$ cat config.mk
export PLATFORM = sky130hd
export DESIGN_NAME = hex_byte_renderer
export DESIGN_NICKNAME = d
export VERILOG_FILES = /design/src/rtl/hex_font_pkg.sv /design/src/rtl/hex_glyph_rom.sv /design/src/rtl/hex_byte_renderer.sv
export SDC_FILE = /design/constraint.sdc
export NUM_CORES = 1
export LEC_CHECK = 0
export ABC_AREA = 1
export CAP_MARGIN = 20
export CORE_MARGIN = 8
export CORE_UTILIZATION = 46
export DETAILED_ROUTE_END_ITERATION = 8
export PLACE_DENSITY_LB_ADDON = 0.15
export SLEW_MARGIN = 0
export SYNTH_ARGS = -nofsm -noshare
export SYNTH_HDL_FRONTEND = slang
export SYNTH_SLANG_ARGS = --single-unit
$ cat constraint.sdc
create_clock -name clk -period 2.5 [get_ports clk]
set_input_delay 0.25 -clock clk [delete_from_list [all_inputs] [get_ports clk]]
set_output_delay 0.25 -clock clk [all_outputs]
set_load 0.005 [all_outputs]
$ cat src/rtl/hex_font_pkg.sv
// Shared font data and renderer state type for the hex glyph renderer.
// Each glyph is 5 rows of 3 columns. Row r sits in bits [14-3r -: 3] and
// column c of that row is bit 12-3r+c, so in the octal literals below each
// digit is one row (top first) with col0 = weight 1, col1 = 2, col2 = 4.
package hex_font_pkg;

    localparam int GLYPH_W = 3;
    localparam int GLYPH_H = 5;
    localparam int CELL_W  = 7;

    localparam logic [14:0] GLYPH_0 = 15'o75557;
    localparam logic [14:0] GLYPH_1 = 15'o44444;
    localparam logic [14:0] GLYPH_2 = 15'o74717;
    localparam logic [14:0] GLYPH_3 = 15'o74747;
    localparam logic [14:0] GLYPH_4 = 15'o55744;
    localparam logic [14:0] GLYPH_5 = 15'o71747;
    localparam logic [14:0] GLYPH_6 = 15'o71757;
    localparam logic [14:0] GLYPH_7 = 15'o74444;
    localparam logic [14:0] GLYPH_8 = 15'o75757;
    localparam logic [14:0] GLYPH_9 = 15'o75747;
    localparam logic [14:0] GLYPH_A = 15'o75755;
    localparam logic [14:0] GLYPH_B = 15'o35353;
    localparam logic [14:0] GLYPH_C = 15'o71117;
    localparam logic [14:0] GLYPH_D = 15'o35553;
    localparam logic [14:0] GLYPH_E = 15'o71717;
    localparam logic [14:0] GLYPH_F = 15'o71711;

    typedef enum logic [1:0] {
        IDLE = 2'd0,
        LOAD = 2'd1,
        DRAW = 2'd2,
        DONE = 2'd3
    } state_t;

    function automatic logic [14:0] glyph_of(input logic [3:0] nibble);
        logic [14:0] g;
        case (nibble)
            4'h0:    g = GLYPH_0;
            4'h1:    g = GLYPH_1;
            4'h2:    g = GLYPH_2;
            4'h3:    g = GLYPH_3;
            4'h4:    g = GLYPH_4;
            4'h5:    g = GLYPH_5;
            4'h6:    g = GLYPH_6;
            4'h7:    g = GLYPH_7;
            4'h8:    g = GLYPH_8;
            4'h9:    g = GLYPH_9;
            4'hA:    g = GLYPH_A;
            4'hB:    g = GLYPH_B;
            4'hC:    g = GLYPH_C;
            4'hD:    g = GLYPH_D;
            4'hE:    g = GLYPH_E;
            default: g = GLYPH_F;
        endcase
        return g;
    endfunction

    // Pixel of a glyph at (row, col); col 0 is the leftmost column.
    function automatic logic glyph_bit(input logic [14:0] glyph,
                                       input logic [2:0]  row,
                                       input logic [1:0]  col);
        logic [2:0] bits;
        logic       b;
        case (row)
            3'd0:    bits = glyph[14:12];
            3'd1:    bits = glyph[11:9];
            3'd2:    bits = glyph[8:6];
            3'd3:    bits = glyph[5:3];
            default: bits = glyph[2:0];
        endcase
        case (col)
            2'd0:    b = bits[0];
            2'd1:    b = bits[1];
            default: b = bits[2];
        endcase
        return b;
    endfunction

endpackage

$ cat src/rtl/hex_glyph_rom.sv
// Registered nibble-to-glyph lookup for the hex font.
module hex_glyph_rom
    import hex_font_pkg::*;
(
    input  logic        clk,
    input  logic        rst,
    input  logic [3:0]  nibble,
    output logic [14:0] glyph
);

    // Register the font entry of the presented nibble every cycle.
    always_ff @(posedge clk) begin
        if (rst) begin
            glyph <= 15'd0;
        end else begin
            glyph <= glyph_of(nibble);
        end
    end

endmodule

$ cat src/rtl/hex_byte_renderer.sv
// Two-requester round-robin draw scheduler: turns each accepted byte into
// 35 framebuffer pixel writes (two 3x5 glyphs plus a cleared separator).
module hex_byte_renderer
    import hex_font_pkg::*;
#(
    parameter int X_BITS = 6,
    parameter int Y_BITS = 5
) (
    input  logic                     clk,
    input  logic                     rst,
    input  logic [1:0]               req_valid,
    output logic [1:0]               req_ready,
    input  logic [2*X_BITS-1:0]      req_x,
    input  logic [2*Y_BITS-1:0]      req_y,
    input  logic [15:0]              req_byte,
    output logic                     fb_we,
    output logic [X_BITS+Y_BITS-1:0] fb_addr,
    output logic                     fb_data,
    input  logic                     fb_stall,
    output logic                     busy,
    output logic                     done,
    output logic                     grant_id
);

    localparam logic [2:0] LAST_ROW = 3'(GLYPH_H - 1);
    localparam logic [2:0] LAST_COL = 3'(CELL_W - 1);
    localparam logic [2:0] SEP_COL  = 3'(GLYPH_W);
    localparam logic [2:0] LO_COL0  = 3'(GLYPH_W + 1);

    state_t                     state_r, state_s;
    logic                       ptr_r;
    logic                       id_r;
    logic [X_BITS-1:0]          x_r, x_s;
    logic [Y_BITS-1:0]          y_r, y_s;
    logic [7:0]                 byte_r, byte_s;
    logic [2:0]                 row_r, row_s;
    logic [2:0]                 col_r, col_s;
    logic                       gnt_valid_s;
    logic                       gnt_id_s;
    logic [1:0]                 req_ready_s;
    logic                       xfer_s;
    logic [14:0]                glyph_hi_s, glyph_lo_s;
    logic [1:0]                 lo_col_s;
    logic [X_BITS-1:0]          x_sum_s;
    logic [Y_BITS-1:0]          y_sum_s;
    logic [X_BITS+Y_BITS-1:0]   px_addr_s;
    logic                       px_data_s;
    logic                       fb_we_r;
    logic [X_BITS+Y_BITS-1:0]   fb_addr_r;
    logic                       fb_data_r;
    logic                       done_r;

    // Round-robin grant, ready strobe and the request fields of the winner.
    always_comb begin
        gnt_valid_s = 1'b0;
        gnt_id_s    = ptr_r;
        case (req_valid)
            2'b01: begin
                gnt_valid_s = 1'b1;
                gnt_id_s    = 1'b0;
            end
            2'b10: begin
                gnt_valid_s = 1'b1;
                gnt_id_s    = 1'b1;
            end
            2'b11: begin
                gnt_valid_s = 1'b1;
                gnt_id_s    = ptr_r;
            end
            default: begin
                gnt_valid_s = 1'b0;
                gnt_id_s    = ptr_r;
            end
        endcase
        if ((state_r == IDLE) && !rst && gnt_valid_s) begin
            req_ready_s = gnt_id_s ? 2'b10 : 2'b01;
        end else begin
            req_ready_s = 2'b00;
        end
        xfer_s = |(req_valid & req_ready_s);
        if (xfer_s) begin
            x_s    = gnt_id_s ? req_x[2*X_BITS-1:X_BITS] : req_x[X_BITS-1:0];
            y_s    = gnt_id_s ? req_y[2*Y_BITS-1:Y_BITS] : req_y[Y_BITS-1:0];
            byte_s = gnt_id_s ? req_byte[15:8] : req_byte[7:0];
        end else begin
            x_s    = x_r;
            y_s    = y_r;
            byte_s = byte_r;
        end
    end

    // The ROMs see the next byte value so the glyphs are ready in LOAD.
    hex_glyph_rom u_rom_hi (
        .clk    (clk),
        .rst    (rst),
        .nibble (byte_s[7:4]),
        .glyph  (glyph_hi_s)
    );

    hex_glyph_rom u_rom_lo (
        .clk    (clk),
        .rst    (rst),
        .nibble (byte_s[3:0]),
        .glyph  (glyph_lo_s)
    );

    // Next state and next pixel position; counters hold while stalled.
    always_comb begin
        state_s = state_r;
        row_s   = row_r;
        col_s   = col_r;
        case (state_r)
            IDLE: begin
                if (xfer_s) begin
                    state_s = LOAD;
                end else begin
                    state_s = IDLE;
                end
            end
            LOAD: begin
                state_s = DRAW;
                row_s   = 3'd0;
                col_s   = 3'd0;
            end
            DRAW: begin
                if (fb_stall) begin
                    state_s = DRAW;
                end else if ((row_r == LAST_ROW) && (col_r == LAST_COL)) begin
                    state_s = DONE;
                end else if (col_r == LAST_COL) begin
                    row_s = row_r + 3'd1;
                    col_s = 3'd0;
                end else begin
                    col_s = col_r + 3'd1;
                end
            end
            DONE: begin
                state_s = IDLE;
            end
            default: begin
                state_s = IDLE;
            end
        endcase
    end

    // Address and colour of the pixel at the next position; coordinates wrap.
    always_comb begin
        lo_col_s  = 2'(col_s - LO_COL0);
        y_sum_s   = y_r + Y_BITS'(row_s);
        x_sum_s   = x_r + X_BITS'(col_s);
        px_addr_s = {y_sum_s, x_sum_s};
        if (col_s < SEP_COL) begin
            px_data_s = glyph_bit(glyph_hi_s, row_s, col_s[1:0]);
        end else if (col_s == SEP_COL) begin
            px_data_s = 1'b0;
        end else begin
            px_data_s = glyph_bit(glyph_lo_s, row_s, lo_col_s);
        end
    end

    // State, counters, accepted request fields and arbitration pointer.
    always_ff @(posedge clk) begin
        if (rst) begin
            state_r <= IDLE;
            row_r   <= 3'd0;
            col_r   <= 3'd0;
            x_r     <= '0;
            y_r     <= '0;
            byte_r  <= 8'd0;
            id_r    <= 1'b0;
            ptr_r   <= 1'b0;
        end else begin
            state_r <= state_s;
            row_r   <= row_s;
            col_r   <= col_s;
            x_r     <= x_s;
            y_r     <= y_s;
            byte_r  <= byte_s;
            if (xfer_s) begin
                id_r  <= gnt_id_s;
                ptr_r <= ~gnt_id_s;
            end else begin
                id_r  <= id_r;
                ptr_r <= ptr_r;
            end
        end
    end

    // Registered framebuffer port and completion pulse.
    always_ff @(posedge clk) begin
        if (rst) begin
            fb_we_r   <= 1'b0;
            fb_addr_r <= '0;
            fb_data_r <= 1'b0;
            done_r    <= 1'b0;
        end else begin
            done_r <= (state_r == DRAW) && (state_s == DONE);
            if (state_s == DRAW) begin
                if ((state_r == LOAD) || !fb_stall) begin
                    fb_we_r   <= 1'b1;
                    fb_addr_r <= px_addr_s;
                    fb_data_r <= px_data_s;
                end else begin
                    fb_we_r   <= fb_we_r;
                    fb_addr_r <= fb_addr_r;
                    fb_data_r <= fb_data_r;
                end
            end else begin
                fb_we_r <= 1'b0;
            end
        end
    end

    assign req_ready = req_ready_s;
    assign fb_we     = fb_we_r;
    assign fb_addr   = fb_addr_r;
    assign fb_data   = fb_data_r;
    assign busy      = (state_r != IDLE);
    assign done      = done_r;
    assign grant_id  = id_r;

endmodule

==> impl_results.md, run 1 <==
* Drt total wl at 9680 um
* Gr usage total at 16.9%
* Core area at 0.00818 sq mm
* Pleak at 2.40 nW
* Clock tree buffer depth at 2
* I/O pin count at 61
* Hold_buf cts at 0
* CTS Root Cell: clkbuf_8
* Initial Util at 47.0%
* Layout cells sized above 1 at 27.3%
* Setup violators final at 0
* Max FO, Critical Path at 6
* Core Util, Final at 65.3%
* Global routing usage on met3 at 3.71%
* Final hold slack at 465 ps
* Row count at 33
* GPL Wtd Cong at 0.825
* P per Cell Area at 546 mW/mm^2
* Chip height at 107 um
* Fin. Hold Viols at 0
* Register area share after synthesis at 36.0%
* Dpl cells at 710
* Fin cells at 732
* EDFF count, synth at 0
* GR Util met2 at 30.9%
* Synth cell types at 45
* CTS sink cnt at 69
* Met1 Resource Use GR at 18.2%
* Area of the mapped netlist at 0.00384 sq mm
* Drt first pass iters at 4
* Total congestion overflow at 0
* CTS clk-pin slew, worst paths at 80 ps
* Nets at 695
* Clock Skew at 13.3 ps
* Worst-Skew Late Latency at 360 ps
* Number of CTS-inserted buffers at 9
* Req. time, crit path at 2740 ps
* Via Count at 3603
* Post-detail-place hpwl at 7380 um
* Finished Cell Area at 0.00534 sq mm
* Pre-CTS setup slack at -465 ps
* Design Power at 2.91 mW
* Vias in the first global route at 3608
* Worst min path class: input pin to register
* Vias/cell at 4.92
* Largest net degree at the start of global routing at 43
* CP Launch Type: input pin
* Arrival time worst endpoint at 2680 ps
* FILL cells at 731
* Die X at 107 um
* Highest clock rate at 409 MHz
* Post-Synthesis Cells at 502
* Synthesized Nets at 575
* Synth Warn # at 0
* Min cycle time layout at 2450 ps
* Fin worst setup slack at 52.5 ps
* Routed len/inst at 13.2 um
* Final worst path period share at 97.9%
* Predominant post-synthesis flop cell: dfxtp_1
* CP Class: input pin to register
* Slew HR at 57.7%
* Synthesized area per cell at 7.65 sq um
* Routed Antenna Nets at 0
* Input/output buffers at 60
* First-pass GRT wire length at 15900 um
* Area growth syn-to-layout at 39.1%
* Max Slew Vio Count at 0
* Flops & latches, synth at 69
* Ys async rst share at 0%
* Antenna cell count at 0
* Status: finished clean
* Die footprint at 0.0115 sq mm
* Residual DRC at 0
* CTS H-tree depth at 3
* Peak supply drop at 0.000385 V
* Final setup TNS at 0 ps
* Dpl cell area at 0.00493 sq mm
* Most Crowded Layer GR: met2
* Slew @ Worst Pin at 634 ps
* CTS tree: yes
* Endpoint type of the worst setup path: register
* Iteration-0 DRC Markers at 99
* Initial antenna violation count at 0
* Max-cap violations at 0
==> layout by cell type, fill, tap and decap left out, types with 6 or more instances in the layout <==
| master | count |
|---|---|
| a22oi_1 | 6 |
| inv_2 | 15 |
| nor2_1 | 58 |
| o21ai_1 | 6 |
| nand3_1 | 26 |
| clkbuf_8 | 10 |
| a21oi_1 | 26 |
| nand2_2 | 16 |
| dfxtp_1 | 68 |
| clkdlybuf4s50_1 | 59 |
| ha_1 | 20 |
| a31oi_1 | 9 |
| buf_4 | 61 |
| nand2_1 | 94 |
| inv_1 | 42 |
| o21ai_0 | 20 |
| nor2_2 | 10 |
==> layer usage <==
metal | up-vias | wire (um)
met5 | - | 0
met4 | 0 | 240
met3 | 22 | 368
met2 | 62 | 5050
met1 | 1657 | 4020
li1 | 1862 | -
==> registers in the layout, summed over array words and instances, names as in the netlist <==
register,cells
fb_addr,11
u_rom_hi.glyph,13
x_r,6
row_r,3
fb_data,1
ptr_r,1
state_r,2
byte_r,8
fb_we,1
u_rom_lo.glyph,13
col_r,3
done,1
y_r,5
grant_id,1
==> area by class of cell <==
| cell class | count | area [sq um] | area share (%) |
|---|---|---|---|
| clock buffers | 10 | 138 | 2.58 |
| well taps | 105 | 131 | 2.46 |
| inverters | 61 | 235 | 4.40 |
| repair buffers | 125 | 1110 | 20.9 |
| multi-input cells | 356 | 2250 | 42.0 |
| clock inverters | 6 | 93.8 | 1.76 |
| flip-flops and latches | 69 | 1380 | 25.9 |
==> critical path: stages <==
cell and delay [ps]:
clkdlybuf4s50_1 470, inv_2 50, buf_4 140, ha_2 170, nand2_1 80, inv_1 50
nor2_2 120, nor3_2 70, buf_4 160, a22o_1 200, a21oi_2 190, inv_1 110
buf_4 150, ha_1 180, o21ai_0 200, nand2_1 100
==> logic make-up after synthesis <==
kind of cell             Yosys count  share of synthesized area [%]
adder cells (fa/ha/maj)           30                           10.2
flip-flops                        69                           36.0
XOR/XNOR                           7                           1.60
AO/OA/AOI/OAI                     91                           16.0
buffers and inverters             77                           8.57
AND/OR/NAND/NOR                  228                           27.7
==> power breakdown <==
group	switching (mW)	internal, mW
clock	0.447	0.595
combinational	0.317	0.325
sequential	0.0409	1.19
total	0.804	2.11
==> repair_timing <==
| action | in CTS | in global routing |
|---|---|---|
| hold endpoints to repair | 0 | 0 |
| pin swaps | 2 | 14 |
| gates cloned | 0 | 0 |
| gates resized for setup | 5 | 39 |
| setup buffers | 1 | 5 |
| endpoints found under the setup margin | 25 | 37 |
==> synthesized netlist by cell type (5+ instances only) <==
master,count,area [sq um]
nand2_1,101,379
dfxtp_1,69,1380
nor2_1,63,236
inv_1,51,191
a21oi_1,28,140
ha_1,28,350
nand3_1,27,135
o21ai_0,23,115
a31oi_1,9,56.3
nand2_2,9,56.3
a22oi_1,8,60.1
clkbuf_1,7,26.3
inv_2,6,22.5
nor2_2,6,37.5
o21ai_1,5,25.0
==> worst paths after layout <==
kind / from / endpoint / slack (ps) / depth (start not counted)
worst min register to register: grant_id / grant_id / 470 / 2
worst min-delay path: req_x[5] / x_r[5] / 470 / 3
worst max-delay path: req_valid[0] / u_rom_hi.glyph[2] / 50 / 16
worst max register to register: state_r[0] / fb_addr[8] / 140 / 12
No activity file was read; power rests on OpenSTA's default activity.
==> run 2, diff against run 1 <==
--- a/config.mk
+++ b/config.mk
@@ -7,11 +7,9 @@
 export LEC_CHECK = 0
 export ABC_AREA = 1
 export CAP_MARGIN = 20
-export CORE_MARGIN = 8
 export CORE_UTILIZATION = 46
 export DETAILED_ROUTE_END_ITERATION = 8
 export PLACE_DENSITY_LB_ADDON = 0.15
-export SLEW_MARGIN = 0
 export SYNTH_ARGS = -nofsm -noshare
 export SYNTH_HDL_FRONTEND = slang
 export SYNTH_SLANG_ARGS = --single-unit
==> run 2 against run 1 <==
  * Sequential cell count is the same
  * Critical path depth grew 3
  * Wire length shrank 3.2%
  * Critical endpoint is now u_rom_lo.glyph[1]
  * Count of clock-buffer cells in the layout fell by 1
  * Combinational power increased by 5.0%
  * Via count is 1.2% higher
  * Highest routed layer unchanged
  * Core utilization increased by 3.1 points
  * Final cell count grew 0.27%
  * Die area decreased by 24%
  * Register-to-register slack improved by 30 ps
  * Clock power decreased by 15%
  * First-iteration DRC count grew 34%
==> impl_results.md, run 2 (synthesis gave the netlist of run 1 again) <==
* Status: finished clean
* Req. time, crit path at 2770 ps
* Max-cap violations at 0
* Chip height at 93.4 um
* CTS tree: yes
* First-pass GRT wire length at 15100 um
* Total congestion overflow at 0
* Endpoint type of the worst setup path: register
* Iteration-0 DRC Markers at 133
* Nets at 700
* Slew @ Worst Pin at 693 ps
* P per Cell Area at 516 mW/mm^2
* Psw at 0.805 mW
* Logic pwr share at 24.1%
* Setup violators final at 0
* Gr usage total at 22.1%
* Clock Skew at 8.80 ps
* Antenna cell count at 0
* CP Class: input pin to register
* Residual DRC at 0
* Slew HR at 53.8%
* Unrepaired setup endpoints after global routing: true
* Fin cells at 734
* Commonest non-fill, non-tap cell in the layout: nand2_1
* Clock tree buffer depth at 2
* Area growth syn-to-layout at 40.6%
* Internal at 1.98 mW
* Initial antenna violation count at 0
* Via Count at 3646
* Vias/cell at 4.97
* Routed Antenna Nets at 0
* Pleak at 2.42 nW
* Reg power frac at 44.2%
* Highest clock rate at 408 MHz
* Min cycle time layout at 2450 ps
* Max FO, Critical Path at 8
* Dpl cells at 715
* Hold_buf cts at 0
* Vias in the first global route at 3483
* Fin. Hold Viols at 0
* Core Util, Final at 68.5%
* Final setup TNS at 0 ps
* Arrival time worst endpoint at 2730 ps
* GPL Wtd Cong at 0.829
* Max Slew Vio Count at 0
* Initial Util at 48.7%
* Core area at 0.00789 sq mm
* Most frequent cells in the layout: nand2_1, dfxtp_1, buf_4
* Row count at 32
* Largest net degree at the start of global routing at 43
* Number of CTS-inserted buffers at 9
* CTS sink cnt at 69
* Post-detail-place hpwl at 7140 um
* Peak supply drop at 0.000300 V
* Design Power at 2.79 mW
* Worst-Skew Late Latency at 340 ps
* CTS Root Cell: clkbuf_8
* Worst min path class: register to register
* Clock power frac at 31.7%
* Switching fraction of total power at 28.9%
* Input/output buffers at 60
* CTS clk-pin slew, worst paths at 80 ps
* Routed len/inst at 12.8 um
* CTS H-tree depth at 3
* Die X at 93.4 um
* Drt first pass iters at 4
* Layout cells sized above 1 at 28.0%
* Drt total wl at 9370 um
* CP Launch Type: input pin
* I/O pin count at 61
* Final worst path period share at 98.0%
* Die footprint at 0.00872 sq mm
## run 2: cell types whose count changed in the layout (fill, tap and decap cells not counted), sizes merged
cell / before / now
clkinv: 4 / 7
buf: 65 / 70
clkbuf: 10 / 9
bufinv: 2 / 1
inv: 60 / 59
## run 2: repair_timing
action | in CTS | in global routing
pin swaps | 0 | 13
hold endpoints to repair | 0 | 0
endpoints found under the setup margin | 15 | 32
resized for setup | 13 | 45
setup buffers | 0 | 4
## run 2: metrics by stage
step           hold slack (ps)  instance area, sq um  worst slack (ps)
2_1_floorplan              418                  3840               102
3_3_place_gp               450                  4980              -299
3_5_place_dp               455                  4980              -421
4_1_cts                    464                  5230              31.4
5_1_grt                    483                  5400             -80.7
6_report                   463                  5400              49.1
## run 2: area by class of cell
class	count	area (sq um)
fill	653	2490
multi-input combinational	356	2320
sequential	69	1380
timing repair buffer	130	1140
inverter	61	238
tap	102	128
clock buffer	9	124
clock inverter	7	66.3
## run 2: power groups by stage
stage | registers (mW) | clock network [mW] | logic [mW]
2_1_floorplan | 1.24 | 0 | 0.324
3_3_place_gp | 1.25 | 0 | 0.589
3_5_place_dp | 1.26 | 0 | 0.601
4_1_cts | 1.23 | 0.907 | 0.623
5_1_grt | 1.24 | 0.964 | 0.740
6_report | 1.23 | 0.883 | 0.673
## run 2: worst paths after layout
| path | end | slack (ps) | cells past startpoint | start |
|---|---|---|---|---|
| max | u_rom_lo.glyph[1] | 50 | 19 | req_valid[0] |
| min | grant_id | 460 | 2 | grant_id |
| max reg2reg | fb_addr[4] | 170 | 12 | state_r[1] |
| min reg2reg | grant_id | 460 | 2 | grant_id |
## run 2: per-layer routing
metal,track usage [%],part of all wire [%]
met1,24.8,42
met4,12.1,3.2
met2,39.1,52
met5,0,0
met3,4.39,3.2
## run 2: worst max-delay path, stage by stage
cell and delay (ps):
clkdlybuf4s50_1 470, inv_2 50, ha_4 300, buf_4 120, o21ai_4 60, nor3_2 170
buf_4 190, inv_2 60, nand2_4 80, inv_4 50, nand2_1 50, nand2_1 110
buf_6 150, ha_1 200, inv_2 70, nand2_1 80, nand3_1 80, nand2_1 70
nor2_1 120
==> run 3, diff against run 2 <==
--- a/config.mk
+++ b/config.mk
@@ -12,4 +12,5 @@
 export PLACE_DENSITY_LB_ADDON = 0.15
 export SYNTH_ARGS = -nofsm -noshare
 export SYNTH_HDL_FRONTEND = slang
+export SYNTH_HIERARCHICAL = 1
 export SYNTH_SLANG_ARGS = --single-unit
==> run 3 against run 2 <==
  * Synthesized cell count up 7.2%
  * Non-clock buffer count down 18
  * Synthesized area up 0.16%
  * Largest cell class unchanged
  * Register-to-register slack worse by 140 ps
  * Combinational power up 0.7%
  * Sequential cell count unchanged
  * Core utilization down 1.9 points
  * Hold slack worse by 150 ps
==> impl_results.md, run 3 <==
* Status: finished clean
* Worst min path class: input pin to register
* Predominant post-synthesis flop cell: dfxtp_1
* CTS clk-pin slew, worst paths at 70 ps
* Drt first pass iters at 4
* CTS H-tree depth at 3
* Synth cell types at 40
* Antenna cell count at 0
* Max Slew Vio Count at 0
* Vias in the first global route at 3628
* CP Launch Point: state_r[1]
* Residual DRC at 0
* Most frequent cells in the layout: nand2_1, dfxtp_1, inv_1, clkdlybuf4s50_1, nor2_1
* Critical path cell sequence: inv_1, ha_4, nand2_1, nor2_4, nand3_1, nand2_1, nor2_4, ha_1, fa_1, or2_2, a21oi_2, nor2_1
* Core area at 0.00789 sq mm
* Compound-Gate Fraction of Synth Area at 15.0%
* Synth Area in Adders at 10.1%
* Register area share after synthesis at 35.9%
* CTS tree: yes
* CTS Root Cell: clkbuf_8
* CTS sink cnt at 69
* Initial antenna violation count at 0
* Top post-synthesis cells by area: dfxtp_1, nand2_1, ha_1, inv_1, nor2_1
* Peak supply drop at 0.000280 V
* Iteration-0 DRC Markers at 119
* Ys async rst share at 0%
* Min cycle time layout at 2470 ps
* Chip height at 93.5 um
* Via Count at 3735
* I/O pin count at 61
* Row count at 32
* Post-detail-place hpwl at 7100 um
* FILL cells at 687
* Die footprint at 0.00873 sq mm
* Largest net degree at the start of global routing at 45
* First-pass GRT wire length at 16100 um
* Input/output buffers at 60
* Area of the mapped netlist at 0.00385 sq mm
* EDFF count, synth at 0
* Slowest CP cell: fa_1
* Drt total wl at 9760 um
* GPL Wtd Cong at 0.849
* Unrepaired setup endpoints after global routing: true
* Design Power at 2.90 mW
* P per Cell Area at 552 mW/mm^2
* Largest family of logic cells by synthesized area: simple AND/OR/NAND/NOR gates
* Max incr delay on CP at 380 ps
* Final hold slack at 310 ps
* Initial Util at 48.8%
* Max-cap violations at 0
* Synthesized area per cell at 7.15 sq um
* Highest clock rate at 405 MHz
* Final worst path period share at 98.9%
* R2R depth at 12
* Post-Synthesis Cells at 538
* Area occupied by registers at 0.00139 sq mm
* R2R Path End: fb_addr[8]
* Clock Skew at 10.5 ps
* Reg-to-Reg Start: state_r[1]
* Arrival time worst endpoint at 2700 ps
* CP endpoint: fb_addr[8]
* Max FO, Critical Path at 4
* Total congestion overflow at 0
* Commonest non-fill, non-tap cell in the layout: nand2_1
* Synth Warn # at 32
* Gr usage total at 23.5%
* Pleak at 2.44 nW
* Routed len/inst at 13.0 um
* Share of the synthesized area in the top cell type at 35.9%
* Die X at 93.5 um
* Setup violators final at 0
* Most frequent cell after synthesis: nand2_1
* Core Util, Final at 66.6%
* Fin. Hold Viols at 0
* Area growth syn-to-layout at 36.5%
* Clock tree buffer depth at 2
* Multiplexer share of the synthesized area at 0%
* Flops & latches, synth at 69
* Vias/cell at 4.96
* Routed Antenna Nets at 0
* Post-synthesis xor/xnor area fraction at 1.59%
* Req. time, crit path at 2730 ps
* Number of CTS-inserted buffers at 9
* Top cells by count, synth: nand2_1, dfxtp_1, inv_1
* Hold_buf cts at 0
* Worst-Skew Late Latency at 340 ps
* Synth area leader: dfxtp_1
* CP Class: register to register
* Footprint of the multi-input gates at 0.00221 sq mm
* Nets at 720
* Layout cells sized above 1 at 21.4%
* Synth Area in Simple Gates at 26.8%
* Endpoint type of the worst setup path: register
* Reg2Reg Setup Slack at 30 ps
* CP Launch Type: register
run 3: routing by layer:
layer,vias to the layer above,GRT usage [%],routed length (um)
met4,0,8.97,170
li1,1928,-,-
met5,-,0,0
met3,20,5.20,320
met2,70,43.0,4990
met1,1717,26.3,4280
run 3: per-stage QoR:
step                cell area, sq um  setup WS (ps)  TNS [ps]  cells
finish                          5250           28.7         0    753
global route                    5250          -69.4      -275    753
CTS                             5060          0.310         0    741
detailed placement              4790           -525    -17720    726
global placement                4790           -481    -15870    726
floorplan                       3850            117         0    540
run 3: area by class of cell:
cell class	instances	area share, %
flip-flops and latches	69	26.4
inverters	73	5.57
well taps	102	2.43
repair buffers	112	19.5
clock buffers	9	2.36
clock inverters	6	1.69
multi-input cells	382	42.1
run 3: logic make-up (layout without fill, tap and decap cells):
family	count (synthesis)	after routing
flops	69	69
other cells	2	4
xor+xnor	7	7
fa+ha+maj	30	30
simple gates	240	242
compound gates	99	99
buf+inv	91	200
run 3: worst min path at each step:
| stage | slack, ps | to | from | cells after the start |
|---|---|---|---|---|
| final | 310 | grant_id | req_valid[0] | 4 |
| after CTS | 460 | y_r[2] | req_y[2] | 3 |
| after global placement | 450 | grant_id | grant_id | 2 |
| after floorplan | 320 | u_rom_hi/glyph[11] | rst | 1 |
| after detailed placement | 460 | grant_id | grant_id | 2 |
| after global routing | 320 | ptr_r | req_valid[0] | 3 |
run 3: timing repair:
action / 4_1_cts / 5_1_grt
gates resized for setup: 17 / 37
cloned: 0 / 4
setup buffers: 0 / 8
endpoints found under the setup margin: 38 / 38
hold endpoints to repair: 0 / 0
pin swaps: 1 / 11
run 3: worst max-delay path, delay by kind of cell, from the launching register on:
kind / cells / cell delay [ps]
and+or+nand+nor: 7 / 930
adders and majority gates: 3 / 890
DFF: 1 / 350
buffers and inverters: 1 / 70
AOI/OAI and AO/OA: 1 / 130
run 3: power breakdown:
group / internal, mW / switching, mW
clock: 0.556 / 0.427
combinational: 0.324 / 0.355
sequential: 1.20 / 0.0428
total: 2.08 / 0.825
